### config.mk
export PLATFORM = sky130hd
export DESIGN_NAME = uart_mm_seq_flat
export DESIGN_NICKNAME = d
export VERILOG_FILES = /design/src/rtl/uart_mm_seq_if.sv /design/src/rtl/uart_mm_seq.sv /design/src/flat_wrapper.sv
export SDC_FILE = /design/constraint.sdc
export NUM_CORES = 1
export LEC_CHECK = 0
export BUFFER_PORTS_ARGS = -buffer_cell sky130_fd_sc_hd__buf_2
export CAP_MARGIN = 30
export CELL_PAD_IN_SITES_DETAIL_PLACEMENT = 1
export CELL_PAD_IN_SITES_GLOBAL_PLACEMENT = 2
export CORE_ASPECT_RATIO = 1.5
export CORE_MARGIN = 8
export CORE_UTILIZATION = 26
export DETAILED_ROUTE_END_ITERATION = 12
export PLACE_DENSITY = 0.84
export SLEW_MARGIN = 20
export SYNTH_ARGS = -nofsm -noshare
export SYNTH_HDL_FRONTEND = slang
export SYNTH_SLANG_ARGS = --single-unit
### constraint.sdc
create_clock -name clk -period 1.7 [get_ports clk]
set_input_delay 0.34 -clock clk [delete_from_list [all_inputs] [get_ports clk]]
set_output_delay 0.34 -clock clk [all_outputs]
set_load 0.1 [all_outputs]
### src/rtl/uart_mm_seq_if.sv
// uart_mm_seq_if: Avalon-MM master bus plus TX/RX byte streams and status of the UART sequencer.
interface uart_mm_seq_if;
    logic        avm_write_o;
    logic        avm_read_o;
    logic [2:0]  avm_address_o;
    logic [31:0] avm_writedata_o;
    logic [3:0]  avm_byteenable_o;
    logic        avm_waitrequest_i;
    logic [31:0] avm_readdata_i;
    logic [7:0]  tx_data_i;
    logic        tx_valid_i;
    logic        tx_ready_o;
    logic [7:0]  rx_data_o;
    logic        rx_perr_o;
    logic        rx_valid_o;
    logic        rx_ready_i;
    logic        cfg_done_o;
    logic        busy_o;

    modport master (
        output avm_write_o, avm_read_o, avm_address_o, avm_writedata_o, avm_byteenable_o,
        input  avm_waitrequest_i, avm_readdata_i,
        input  tx_data_i, tx_valid_i,
        output tx_ready_o,
        output rx_data_o, rx_perr_o, rx_valid_o,
        input  rx_ready_i,
        output cfg_done_o, busy_o
    );

    modport slave (
        input  avm_write_o, avm_read_o, avm_address_o, avm_writedata_o, avm_byteenable_o,
        output avm_waitrequest_i, avm_readdata_i,
        output tx_data_i, tx_valid_i,
        input  tx_ready_o,
        input  rx_data_o, rx_perr_o, rx_valid_o,
        output rx_ready_i,
        input  cfg_done_o, busy_o
    );
endinterface

### src/rtl/uart_mm_seq.sv
// uart_mm_seq: Avalon-MM master that configures a UART, then polls status and moves one byte
// per status read between the UART FIFOs and the TX/RX byte streams.
module uart_mm_seq #(
    parameter logic [31:0] CTRL_INIT  = 32'h0000_0000,
    parameter logic [31:0] BAUD_INIT  = 32'h0000_0000,
    parameter int          RD_LATENCY = 1
) (
    input logic           clk,
    input logic           reset_n,
    uart_mm_seq_if.master bus
);
    typedef enum logic [2:0] {INIT_CTRL, INIT_BAUD, POLL, STAT_WAIT, RX_RD, RX_WAIT, TX_WR} state_t;

    state_t      state;
    logic [2:0]  lat_cnt;
    logic [7:0]  tx_hold;
    logic        tx_full;
    logic        last_rx;
    logic        accept, rx_elig, tx_elig, rx_pick;
    logic        cmd_wr, cmd_rd;
    logic [2:0]  cmd_addr;
    logic [31:0] cmd_data;

    assign bus.avm_byteenable_o = 4'hF;
    assign bus.busy_o = bus.avm_read_o | bus.avm_write_o | (lat_cnt != 3'd0);
    assign accept  = (bus.avm_read_o | bus.avm_write_o) & ~bus.avm_waitrequest_i;
    assign rx_elig = ~bus.avm_readdata_i[0] & ~bus.rx_valid_o;
    assign tx_elig = ~bus.avm_readdata_i[3] & tx_full;
    assign rx_pick = rx_elig & (~tx_elig | ~last_rx);

    // Transfer each strobe state would issue; held on the bus until accepted.
    assign cmd_wr   = state inside {INIT_CTRL, INIT_BAUD, TX_WR};
    assign cmd_rd   = state inside {POLL, RX_RD};
    assign cmd_addr = state == INIT_BAUD ? 3'd1 : state == RX_RD ? 3'd5 : state == TX_WR ? 3'd4 : 3'd0;
    assign cmd_data = state == INIT_CTRL ? CTRL_INIT : state == INIT_BAUD ? BAUD_INIT :
                      state == TX_WR ? {24'h0, tx_hold} : 32'h0;

    always_ff @(posedge clk or negedge reset_n) begin
        if (!reset_n) begin
            state               <= INIT_CTRL;
            lat_cnt             <= 3'd0;
            tx_hold             <= 8'h0;
            tx_full             <= 1'b0;
            last_rx             <= 1'b0;
            bus.avm_write_o     <= 1'b0;
            bus.avm_read_o      <= 1'b0;
            bus.avm_address_o   <= 3'd0;
            bus.avm_writedata_o <= 32'h0;
            bus.tx_ready_o      <= 1'b0;
            bus.rx_data_o       <= 8'h0;
            bus.rx_perr_o       <= 1'b0;
            bus.rx_valid_o      <= 1'b0;
            bus.cfg_done_o      <= 1'b0;
        end else begin
            if (bus.rx_valid_o && bus.rx_ready_i) bus.rx_valid_o <= 1'b0;
            if (bus.tx_valid_i && bus.tx_ready_o) begin
                tx_hold        <= bus.tx_data_i;
                tx_full        <= 1'b1;
                bus.tx_ready_o <= 1'b0;
            end else begin
                bus.tx_ready_o <= ~tx_full;
            end
            if (!(bus.avm_read_o || bus.avm_write_o)) begin
                if (cmd_wr || cmd_rd) begin
                    bus.avm_write_o     <= cmd_wr;
                    bus.avm_read_o      <= cmd_rd;
                    bus.avm_address_o   <= cmd_addr;
                    bus.avm_writedata_o <= cmd_data;
                end
            end else if (accept) begin
                bus.avm_write_o     <= 1'b0;
                bus.avm_read_o      <= 1'b0;
                bus.avm_address_o   <= 3'd0;
                bus.avm_writedata_o <= 32'h0;
                case (state)
                    INIT_CTRL: state <= INIT_BAUD;
                    INIT_BAUD: begin
                        state          <= POLL;
                        bus.cfg_done_o <= 1'b1;
                    end
                    POLL: begin
                        state   <= STAT_WAIT;
                        lat_cnt <= 3'(RD_LATENCY);
                    end
                    RX_RD: begin
                        state   <= RX_WAIT;
                        lat_cnt <= 3'(RD_LATENCY);
                    end
                    TX_WR: begin
                        state          <= POLL;
                        tx_full        <= 1'b0;
                        bus.tx_ready_o <= 1'b1;
                    end
                    default: ;
                endcase
            end
            // Read data is taken on the last latency cycle, straight off the bus.
            if (lat_cnt != 3'd0) begin
                lat_cnt <= lat_cnt - 3'd1;
                if (lat_cnt == 3'd1) begin
                    if (state == STAT_WAIT) begin
                        state <= rx_pick ? RX_RD : tx_elig ? TX_WR : POLL;
                        if (rx_pick) last_rx <= 1'b1;
                        else if (tx_elig) last_rx <= 1'b0;
                    end else begin
                        bus.rx_data_o  <= bus.avm_readdata_i[7:0];
                        bus.rx_perr_o  <= bus.avm_readdata_i[8];
                        bus.rx_valid_o <= 1'b1;
                        state          <= POLL;
                    end
                end
            end
        end
    end
endmodule
### src/flat_wrapper.sv
// flat-port wrapper written by rule: the top's interface ports become plain ports
module uart_mm_seq_flat 
#(
    parameter logic [31:0] CTRL_INIT  = 32'h0000_0000,
    parameter logic [31:0] BAUD_INIT  = 32'h0000_0000,
    parameter int          RD_LATENCY = 1
)
  (clk, reset_n, bus_avm_write_o, bus_avm_read_o, bus_avm_address_o, bus_avm_writedata_o, bus_avm_byteenable_o, bus_avm_waitrequest_i, bus_avm_readdata_i, bus_tx_data_i, bus_tx_valid_i, bus_tx_ready_o, bus_rx_data_o, bus_rx_perr_o, bus_rx_valid_o, bus_rx_ready_i, bus_cfg_done_o, bus_busy_o);
  uart_mm_seq_if bus_i ();
  input logic clk;
  input logic reset_n;
  output wire logic [$bits(bus_i.avm_write_o)-1:0] bus_avm_write_o;
  output wire logic [$bits(bus_i.avm_read_o)-1:0] bus_avm_read_o;
  output wire logic [$bits(bus_i.avm_address_o)-1:0] bus_avm_address_o;
  output wire logic [$bits(bus_i.avm_writedata_o)-1:0] bus_avm_writedata_o;
  output wire logic [$bits(bus_i.avm_byteenable_o)-1:0] bus_avm_byteenable_o;
  input wire logic [$bits(bus_i.avm_waitrequest_i)-1:0] bus_avm_waitrequest_i;
  input wire logic [$bits(bus_i.avm_readdata_i)-1:0] bus_avm_readdata_i;
  input wire logic [$bits(bus_i.tx_data_i)-1:0] bus_tx_data_i;
  input wire logic [$bits(bus_i.tx_valid_i)-1:0] bus_tx_valid_i;
  output wire logic [$bits(bus_i.tx_ready_o)-1:0] bus_tx_ready_o;
  output wire logic [$bits(bus_i.rx_data_o)-1:0] bus_rx_data_o;
  output wire logic [$bits(bus_i.rx_perr_o)-1:0] bus_rx_perr_o;
  output wire logic [$bits(bus_i.rx_valid_o)-1:0] bus_rx_valid_o;
  input wire logic [$bits(bus_i.rx_ready_i)-1:0] bus_rx_ready_i;
  output wire logic [$bits(bus_i.cfg_done_o)-1:0] bus_cfg_done_o;
  output wire logic [$bits(bus_i.busy_o)-1:0] bus_busy_o;
  assign bus_avm_write_o = bus_i.avm_write_o;
  assign bus_avm_read_o = bus_i.avm_read_o;
  assign bus_avm_address_o = bus_i.avm_address_o;
  assign bus_avm_writedata_o = bus_i.avm_writedata_o;
  assign bus_avm_byteenable_o = bus_i.avm_byteenable_o;
  assign bus_i.avm_waitrequest_i = bus_avm_waitrequest_i;
  assign bus_i.avm_readdata_i = bus_avm_readdata_i;
  assign bus_i.tx_data_i = bus_tx_data_i;
  assign bus_i.tx_valid_i = bus_tx_valid_i;
  assign bus_tx_ready_o = bus_i.tx_ready_o;
  assign bus_rx_data_o = bus_i.rx_data_o;
  assign bus_rx_perr_o = bus_i.rx_perr_o;
  assign bus_rx_valid_o = bus_i.rx_valid_o;
  assign bus_i.rx_ready_i = bus_rx_ready_i;
  assign bus_cfg_done_o = bus_i.cfg_done_o;
  assign bus_busy_o = bus_i.busy_o;
  uart_mm_seq #(.CTRL_INIT(CTRL_INIT), .BAUD_INIT(BAUD_INIT), .RD_LATENCY(RD_LATENCY)) u_core (.clk(clk), .reset_n(reset_n), .bus(bus_i));
endmodule
==> impl_metrics.json <==
{
  "grt_pass1_wl_um": 7480,
  "required_ns": 1.36,
  "avgSynthCellArea_sq_um": 11.7,
  "dpl_cell_area_sq_um": 2140,
  "drc": 0,
  "routabilityCongestion": 0.700,
  "antenna_found_initial": 0,
  "cts_made_buffers": 5,
  "die_h_um": 120,
  "timing.fmax_mhz": 625,
  "setup_viol": 0,
  "final.min_clock_period_ns": 1.60,
  "vias": 1298,
  "grt_use_total": 0.0936,
  "stdcell_area_sq_um": 2250,
  "cts_sinks": 40,
  "port_buffers": 46,
  "critPathLaunchType": "flip-flop",
  "grt-ovfl-total": 0,
  "slew_violations": 0,
  "cts_buffer_depth": 2,
  "core_area_sq_um": 7130,
  "worstReg2RegEnd": "u_core.bus.avm_writedata_o[1]",
  "vias_per_cell": 4.43,
  "reg2regPathDepth": 3,
  "status": "finished with violations",
  "postRouteAntennaNets": 0,
  "final_util": 0.316,
  "htree_num_levels": 2,
  "cts_tree": "built",
  "rsz0062_at_grt": "no",
  "root_buffer": "clkbuf_8",
  "r2r_start": "u_core.bus.avm_write_o",
  "r2r_slack_ns": 0.22,
  "critPathKind": "reg -> out",
  "grt_pass1_vias": 1534,
  "grt_max_degree": 22,
  "die-area_sq_um": 10200,
  "clk_latency_ns": 0.29,
  "drtPass1Iterations": 2,
  "ys_types": 36,
  "wl_per_cell_um": 15.3,
  "drtIter0Drc": 13,
  "layout-drive-gt1-share": 0.404,
  "yosysSeqAreaShare": 0.534,
  "num_io_pins": 99,
  "cap_viol_max_count": 0,
  "initial_utilization": 0.263,
  "cp_max_fo": 6,
  "core.rowCount": 38,
  "syn_area_sq_um": 1870,
  "synth_warnings": 0,
  "synth_cells": 160,
  "area_growth_pct": 20.2,
  "timing.hold.ws_ns": -0.00243,
  "arrival_ns": 1.26,
  "dp_hpwl_um": 3490,
  "worstSetupEndpointType": "output pin",
  "cts.reportedPaths.clkPinSlew_ns": 0.08,
  "finalClockSkew_ns": 0.00517,
  "fin_crit_sh": 0.942,
  "nets": 257,
  "ys_seq_elements": 40,
  "hp-class": "in -> async",
  "violations": "hold timing",
  "dieWidth_um": 85.3,
  "antennaDiodeCount": 0,
  "drt-total-wl_um": 4470,
  "hold_viol_final": 3
}
## critical path: stages, from the launching register on
cell      delay, ns
dfrtp_4        0.52
nor2_4         0.13
nand3b_1       0.13
buf_12         0.19
## final cells by class
cell class	count	area, sq um
tap	80	100
timing repair buffer	52	290
fill	840	4880
clock buffer	5	68.8
sequential	40	1010
clock inverter	3	42.5
inverter	5	18.8
multi-input combinational	108	722
## cells in the final DEF (no fill, tap or decap), types with 4 or more instances in the layout
cell	Yosys	final
inv_1	5	5
nor2_1	7	6
o21ai_0	4	4
conb_1	2	29
dfrtp_1	40	37
buf_2	4	45
nand2_1	6	6
mux2_2	17	17
clkbuf_8	0	5
buf_4	29	6
a22o_1	9	9
## how the worst max path moves through the flow
stage                           start  cells past startpoint                       endpoint
2_1_floorplan   u_core.bus.avm_read_o                      2                     bus_busy_o
3_3_place_gp   u_core.bus.avm_write_o                      3  u_core.bus.avm_writedata_o[1]
3_5_place_dp   u_core.bus.avm_write_o                      3  u_core.bus.avm_writedata_o[5]
4_1_cts         u_core.bus.avm_read_o                      3                     bus_busy_o
5_1_grt             u_core.lat_cnt[1]                      3                     bus_busy_o
6_report        u_core.bus.avm_read_o                      3                     bus_busy_o
## Yosys cell counts
| master | number | share of area |
|---|---|---|
| dfrtp_1 | 40 | 0.53 |
| buf_4 | 29 | 0.12 |
| mux2_2 | 17 | 0.10 |
| a22o_1 | 9 | 0.042 |
| nor2_1 | 7 | 0.014 |
| nand2_1 | 6 | 0.012 |
| inv_1 | 5 | 0.010 |
| buf_2 | 4 | 0.011 |
| o21ai_0 | 4 | 0.011 |
| a21oi_1 | 3 | 0.0080 |
| nor2b_1 | 3 | 0.010 |
| nor3_1 | 3 | 0.0080 |
| o31ai_1 | 3 | 0.012 |
| and2_1 | 2 | 0.0067 |
| conb_1 | 2 | 0.0040 |
| nand2b_1 | 2 | 0.0067 |
| nand3b_1 | 2 | 0.0080 |
| a211oi_1 | 1 | 0.0040 |
| a21o_1 | 1 | 0.0040 |
| a22oi_1 | 1 | 0.0040 |
| and3_1 | 1 | 0.0033 |
| clkbuf_1 | 1 | 0.0020 |
| nand4_1 | 1 | 0.0033 |
| nor2_2 | 1 | 0.0033 |
| nor3b_4 | 1 | 0.010 |
| o2111ai_1 | 1 | 0.0047 |
| o21a_1 | 1 | 0.0040 |
| o21ai_4 | 1 | 0.0087 |
| o21bai_1 | 1 | 0.0040 |
| o21bai_2 | 1 | 0.0060 |
| o22ai_1 | 1 | 0.0033 |
| o32a_1 | 1 | 0.0053 |
| or2_1 | 1 | 0.0033 |
| or2_2 | 1 | 0.0033 |
| or3_1 | 1 | 0.0033 |
| xnor2_1 | 1 | 0.0047 |
## cell families (layout without fill, tap and decap cells)
group | after synthesis | count (layout) | share of synthesized area
flip-flops | 40 | 40 | 0.534
multiplexers | 17 | 17 | 0.102
AO/OA/AOI/OAI | 29 | 29 | 0.121
XOR/XNOR | 1 | 1 | 0.00467
AND/OR/NAND/NOR | 32 | 32 | 0.0955
buffers and inverters | 39 | 65 | 0.139
other | 2 | 29 | 0.00401
## through the flow
| stage | cells | setup TNS, ns | worst slack (ns) |
|---|---|---|---|
| floorplan | 187 | -0.156 | -0.156 |
| global placement | 285 | 0 | 0.235 |
| detailed placement | 285 | 0 | 0.239 |
| CTS | 293 | 0 | 0.0415 |
| global route | 293 | 0 | 0.0159 |
| finish | 293 | 0 | 0.0991 |
## routing by layer
metal  wire [um]  part of all wire  GRT usage  vias up
li1            -                 -          -      592
met1        1820              0.41      0.101      645
met2        2230              0.50      0.155       53
met3         341             0.076     0.0411        8
met4          71             0.016     0.0396        0
met5           0                 0          0        -
## timing repair
action | CTS | global route
resized for setup | 0 | 1
endpoints found under the hold margin | 0 | 0
setup buffers | 0 | 0
hold buffers | 0 | 0
endpoints found under the setup margin | 0 | 1
## registers in the layout (all words and copies together) (netlist names)
| signal | cells |
|---|---|
| u_core.bus.avm_address_o | 2 |
| u_core.bus.avm_read_o | 1 |
| u_core.tx_full | 1 |
| u_core.state | 3 |
| u_core.tx_hold | 8 |
| u_core.bus.cfg_done_o | 1 |
| u_core.bus.rx_valid_o | 1 |
| u_core.bus.avm_write_o | 1 |
| u_core.bus.rx_perr_o | 1 |
| u_core.bus.tx_ready_o | 1 |
| u_core.last_rx | 1 |
| u_core.bus.rx_data_o | 8 |
| u_core.lat_cnt | 3 |
| u_core.bus.avm_writedata_o | 8 |
Power is left out: the tool's default activity adds up to more than one toggle a clock period on the data nets, which glitch-free logic cannot reach.
